$ cat src/rtl/bp_me_burst_arbiter_n.sv
// N-to-1 round-robin arbiter for BedRock header+data burst streams.
// A grant is held for the whole message; over-length bursts raise a sticky error.
module bp_me_burst_arbiter_n
  #(parameter int num_chan_p     = 4
  , parameter int header_width_p = 64
  , parameter int data_width_p   = 64
  , parameter int max_beats_p    = 8
  , localparam int lg_num_chan_lp    = (num_chan_p > 1) ? $clog2(num_chan_p) : 1
  , localparam int beat_cnt_width_lp = ((max_beats_p + 1) > 1) ? $clog2(max_beats_p + 1) : 1
  )
  (input  logic                                 clk_i
  , input  logic                                reset_i
  , input  logic [num_chan_p*header_width_p-1:0] header_i
  , input  logic [num_chan_p-1:0]               header_has_data_i
  , input  logic [num_chan_p-1:0]               header_v_i
  , output logic [num_chan_p-1:0]               header_ready_and_o
  , input  logic [num_chan_p*data_width_p-1:0]  data_i
  , input  logic [num_chan_p-1:0]               data_last_i
  , input  logic [num_chan_p-1:0]               data_v_i
  , output logic [num_chan_p-1:0]               data_ready_and_o
  , output logic [header_width_p-1:0]           header_o
  , output logic                                header_v_o
  , input  logic                                header_ready_and_i
  , output logic [data_width_p-1:0]             data_o
  , output logic                                data_last_o
  , output logic                                data_v_o
  , input  logic                                data_ready_and_i
  , output logic [num_chan_p-1:0]               grant_o
  , output logic                                error_o
  );

  typedef enum logic [1:0] {e_idle = 2'd0, e_header = 2'd1, e_data = 2'd2} state_e;

  localparam logic [beat_cnt_width_lp-1:0] max_cnt_lp  = beat_cnt_width_lp'(max_beats_p);
  localparam logic [beat_cnt_width_lp-1:0] warn_cnt_lp = beat_cnt_width_lp'(max_beats_p - 1);
  localparam logic [lg_num_chan_lp-1:0]    top_chan_lp = lg_num_chan_lp'(num_chan_p - 1);

  state_e                       state_r, state_n;
  logic [lg_num_chan_lp-1:0]    grant_r, grant_n;
  logic [lg_num_chan_lp-1:0]    last_r, last_n;
  logic [beat_cnt_width_lp-1:0] beat_cnt_r, beat_cnt_n;
  logic                         error_r, error_n;

  // First requester after the previously served channel, wrapping around.
  function automatic logic [lg_num_chan_lp-1:0] rr_pick
    (input logic [num_chan_p-1:0] req, input logic [lg_num_chan_lp-1:0] last);
    logic [lg_num_chan_lp-1:0] pick;
    logic found;
    int   idx;
    pick  = '0;
    found = 1'b0;
    for (int i = 1; i <= num_chan_p; i++) begin
      idx = (int'(last) + i) % num_chan_p;
      if (!found && req[idx]) begin
        found = 1'b1;
        pick  = lg_num_chan_lp'(idx);
      end
    end
    return pick;
  endfunction

  // Next-state logic and the pass-through mux from the locked channel.
  always_comb begin
    state_n            = state_r;
    grant_n            = grant_r;
    last_n             = last_r;
    beat_cnt_n         = beat_cnt_r;
    error_n            = error_r;
    header_o           = '0;
    header_v_o         = 1'b0;
    header_ready_and_o = '0;
    data_o             = '0;
    data_last_o        = 1'b0;
    data_v_o           = 1'b0;
    data_ready_and_o   = '0;
    grant_o            = '0;
    case (state_r)
      e_idle: begin
        if (|header_v_i) begin
          grant_n = rr_pick(header_v_i, last_r);
          state_n = e_header;
        end else begin
          state_n = e_idle;
        end
      end
      e_header: begin
        grant_o[grant_r]            = 1'b1;
        header_o                    = header_i[grant_r*header_width_p +: header_width_p];
        header_v_o                  = header_v_i[grant_r];
        header_ready_and_o[grant_r] = header_ready_and_i;
        if (header_v_i[grant_r] && header_ready_and_i) begin
          if (header_has_data_i[grant_r]) begin
            beat_cnt_n = '0;
            state_n    = e_data;
          end else begin
            last_n  = grant_r;
            state_n = e_idle;
          end
        end else begin
          state_n = e_header;
        end
      end
      e_data: begin
        grant_o[grant_r]          = 1'b1;
        data_o                    = data_i[grant_r*data_width_p +: data_width_p];
        data_last_o               = data_last_i[grant_r];
        data_v_o                  = data_v_i[grant_r];
        data_ready_and_o[grant_r] = data_ready_and_i;
        if (data_v_i[grant_r] && data_ready_and_i) begin
          // The beat past the legal maximum is still forwarded; only the flag records it.
          if (!data_last_i[grant_r] && (beat_cnt_r == warn_cnt_lp)) begin
            error_n = 1'b1;
          end else begin
            error_n = error_r;
          end
          if (beat_cnt_r != max_cnt_lp) begin
            beat_cnt_n = beat_cnt_r + beat_cnt_width_lp'(1);
          end else begin
            beat_cnt_n = beat_cnt_r;
          end
          if (data_last_i[grant_r]) begin
            last_n  = grant_r;
            state_n = e_idle;
          end else begin
            state_n = e_data;
          end
        end else begin
          state_n = e_data;
        end
      end
      default: begin
        state_n = e_idle;
      end
    endcase
  end

  // State registers; last_r resets to the top channel so channel 0 wins first.
  always_ff @(posedge clk_i) begin
    if (reset_i) begin
      state_r    <= e_idle;
      grant_r    <= '0;
      last_r     <= top_chan_lp;
      beat_cnt_r <= '0;
      error_r    <= 1'b0;
    end else begin
      state_r    <= state_n;
      grant_r    <= grant_n;
      last_r     <= last_n;
      beat_cnt_r <= beat_cnt_n;
      error_r    <= error_n;
    end
  end

  assign error_o = error_r;

endmodule

$ cat config.mk
export PLATFORM = sky130hd
export DESIGN_NAME = bp_me_burst_arbiter_n
export DESIGN_NICKNAME = d
export VERILOG_FILES = /design/src/rtl/bp_me_burst_arbiter_n.sv
export SDC_FILE = /design/constraint.sdc
export NUM_CORES = 1
export LEC_CHECK = 0
export ABC_AREA = 1
export ABC_CLOCK_PERIOD_IN_PS = 1900
export CAP_MARGIN = 20
export CORE_AREA = 2 2 261 263
export CTS_BUF_LIST = sky130_fd_sc_hd__clkbuf_8
export DETAILED_ROUTE_END_ITERATION = 16
export DIE_AREA = 0 0 263 265
export PLACE_DENSITY = 0.32
export SKIP_CTS_REPAIR_TIMING = 1
export SLEW_MARGIN = 10
export SYNTH_ARGS = -nofsm -noshare
export SYNTH_HDL_FRONTEND = slang
export SYNTH_SLANG_ARGS = --single-unit
export TNS_END_PERCENT = 20
$ cat constraint.sdc
create_clock -name clk_i -period 1.9 [get_ports clk_i]
set_input_delay 0.38 -clock clk_i [delete_from_list [all_inputs] [get_ports clk_i]]
set_output_delay 0.38 -clock clk_i [all_outputs]
set_load 0.005 [all_outputs]
==> results.json <==
{
  "max_clock_freq_ghz": 0.440,
  "slowest_delay_ps": 390,
  "cts_sinks": 11,
  "place.gp.congestion": 0.882,
  "sw_frac_of_total_pct": 46.1,
  "endpoint": "data_o[12]",
  "synth_seq_area_share_pct": 5.40,
  "grt_overflow": 0,
  "synth_nets": 1183,
  "clock_skew_ps": 5.64,
  "vias": 8799,
  "crit_cells": 9,
  "status": "finished, violations left",
  "synth_area_leader_cell": "a22oi_1",
  "syn_to_final_growth_pct": 259,
  "peakVddDrop_v": 0.000327,
  "syn_inst": 645,
  "drive_gt1_share_pct": 33.5,
  "r2r_end": "last_r[0]",
  "rows": 95,
  "power_leakage_nw": 6.29,
  "grt_pass1_wl_um": 65600,
  "worstPathRequired_ps": 1520,
  "finalCritPeriodShare_pct": 120,
  "final_antenna_net_count": 0,
  "tightest_slew_ps": 478,
  "coreArea_sq_mm": 0.0668,
  "maxCapViolations": 0,
  "relSlewSlack_pct": 68.1,
  "power.switching_mw": 5.63,
  "power_density_mw_per_mm2": 833,
  "root_buffer": "clkbuf_8",
  "ios": 676,
  "intPower_mw": 6.58,
  "clk_pin_slew_ps": 60,
  "combPwrFrac_pct": 95.0,
  "rsz0062_at_grt": "yes",
  "clock_power_share_pct": 2.0,
  "synth-async-reset-ratio_pct": 0,
  "firstDrtPassIters": 4,
  "hold_class": "reg2reg",
  "period_needed_ps": 2270,
  "drtIter0Drc": 328,
  "cts_buffers": 3,
  "cts_tree": "built",
  "antenna_found_initial": 6,
  "synthTopCellsByArea": "a22oi_1, a21oi_1, buf_2, dfxtp_1, nand2_1",
  "yosys-top-cells-count": "a22oi_1, a21oi_1, nand2_1, buf_2, nor2_1",
  "path_class": "reg2out",
  "port_buffers": 675,
  "hold_viol_final": 0,
  "grt_pass1_vias": 8998,
  "synth_top_family_by_area": "compound AO/OA/AOI/OAI gates",
  "ctsLongestPathBuffers": 2,
  "dieArea_sq_mm": 0.0697,
  "power_frac_seq_pct": 3.1,
  "layout.nets": 1986,
  "setup_viol": 139,
  "fin_setup_tns_ps": -28170,
  "synthFlopType": "dfxtp_1",
  "endpoint_kind": "output pin",
  "slew_violations": 0,
  "final_util_pct": 21.9,
  "setup_ws_ps": -372,
  "critPathBufInv": 6,
  "path_cells": "buf_6 -> nor2_4 -> buf_12 -> buf_16 -> buf_8 -> buf_6 -> a22oi_2 -> a21oi_2 -> buf_2",
  "yosysUniqueCellTypes": 31,
  "place_hpwl_um": 41400,
  "violations": "setup timing",
  "syn_avg_cell_area_sq_um": 6.32,
  "clk_latency_ps": 240,
  "cp-startpoint": "grant_r[1]",
  "syn_area_sq_mm": 0.00408,
  "synth_fa_ha_area_share_pct": 1.84,
  "synth_top_area_share_pct": 47.1,
  "initial_utilization_pct": 6.11,
  "num-fill-cells": 7405,
  "drc": 0,
  "viasPerCell": 3.78,
  "yosysWarningCount": 0,
  "synth-compound-area-share_pct": 66.1,
  "synthMuxAreaShare_pct": 0,
  "path_common_cell": "buf_6",
  "grt.total_usage_pct": 12.8,
  "synth-edff-count": 0,
  "cp-start-kind": "flip-flop",
  "crit_family": "buffers and inverters",
  "cp_data_arrival_time_ps": 1890,
  "synth_most_common_cell": "a22oi_1",
  "wl_per_cell_um": 22.5,
  "r2r-start": "grant_r[1]",
  "grt_max_degree": 30,
  "reg2reg_depth": 15,
  "htreeDepth": 1,
  "synth-seq-cells": 11,
  "holdWs_ps": 477,
  "wirelength_um": 52200,
  "synth-xor-area-share_pct": 0.644,
  "die_x_um": 263,
  "chipHeight_um": 265,
  "reg2reg_slack_ps": -90,
  "critPathSlowestCell": "dfxtp_4",
  "yosys.area_share.simple_pct": 13.6,
  "crit_fanout": 6
}
[layer usage]
layer  wire, um  up-vias  track usage, %
li1           -     4154               -
met3       3640       33            3.22
met2      27000      446            24.1
met4        784        6            1.64
met5         35        -               0
met1      20700     4160            14.8
[logic make-up (layout without fill, tap and decap cells)]
| group | count (synthesis) | in the layout |
|---|---|---|
| AO/OA/AOI/OAI | 406 | 406 |
| XOR/XNOR | 3 | 3 |
| adder cells (fa/ha/maj) | 6 | 6 |
| buffers and inverters | 101 | 903 |
| flip-flops | 11 | 11 |
| other | 0 | 5 |
| AND/OR/NAND/NOR | 118 | 118 |
[final cells by class]
class	count	area (sq um)	share of cell area, %
clock buffer	3	41.3	0.282
clock inverter	1	3.75	0.0256
multi-input combinational	533	4210	28.7
sequential	11	229	1.56
antenna	5	12.5	0.0854
tap	873	1090	7.46
inverter	26	138	0.940
timing repair buffer	873	8920	60.9
[flip-flops by register name, indices dropped and copies added (netlist names)]
name	count
beat_cnt_r	4
error_o	1
grant_r	2
last_r	2
state_r	2
[power by group through the flow]
stage	clock (mW)	sequential (mW)	combinational, mW
after global routing	0.259	0.381	12.4
after CTS	0.252	0.359	9.15
after detailed placement	0	0.364	9.11
after global placement	0	0.363	9.15
after floorplan	0	0.312	3.60
final	0.240	0.373	11.6
[stage by stage]
stage	cells	setup WS, ps	power (mW)	area (sq um)
3_3_place_gp	2270	-767	9.52	13000
6_report	2325	-372	12.2	14600
5_1_grt	2323	-426	13.1	14600
3_5_place_dp	2270	-749	9.48	13000
2_1_floorplan	645	32.3	3.91	4080
4_1_cts	2274	-1020	9.76	13000
[worst reg2reg max path: cells and delay by family, from the launching register on]
| kind | cells | cell delay (ps) |
|---|---|---|
| buf+inv | 7 | 910 |
| simple gates | 7 | 500 |
| flops | 1 | 370 |
| compound gates | 1 | 80 |
[how the worst min path moves through the flow]
stage            start             to  slack, ps  depth (start not counted)
4_1_cts        error_o        error_o        490                          2
6_report       error_o        error_o        480                          2
3_3_place_gp   error_o        error_o        480                          2
3_5_place_dp   error_o        error_o        470                          2
5_1_grt        error_o        error_o        520                          2
2_1_floorplan  reset_i  beat_cnt_r[0]        450                          1
[placed cells by master, fill, tap and decap left out, types with 30 or more instances in the layout]
cell	instances
a22oi_1	142
a22oi_2	115
a21oi_2	31
clkbuf_2	30
clkdlybuf4s50_1	532
buf_2	40
buf_12	30
dlymetal6s2s_1	60
buf_6	40
buf_4	114
a21oi_1	99
nand2_1	45
(Power assumes the default switching activity.)
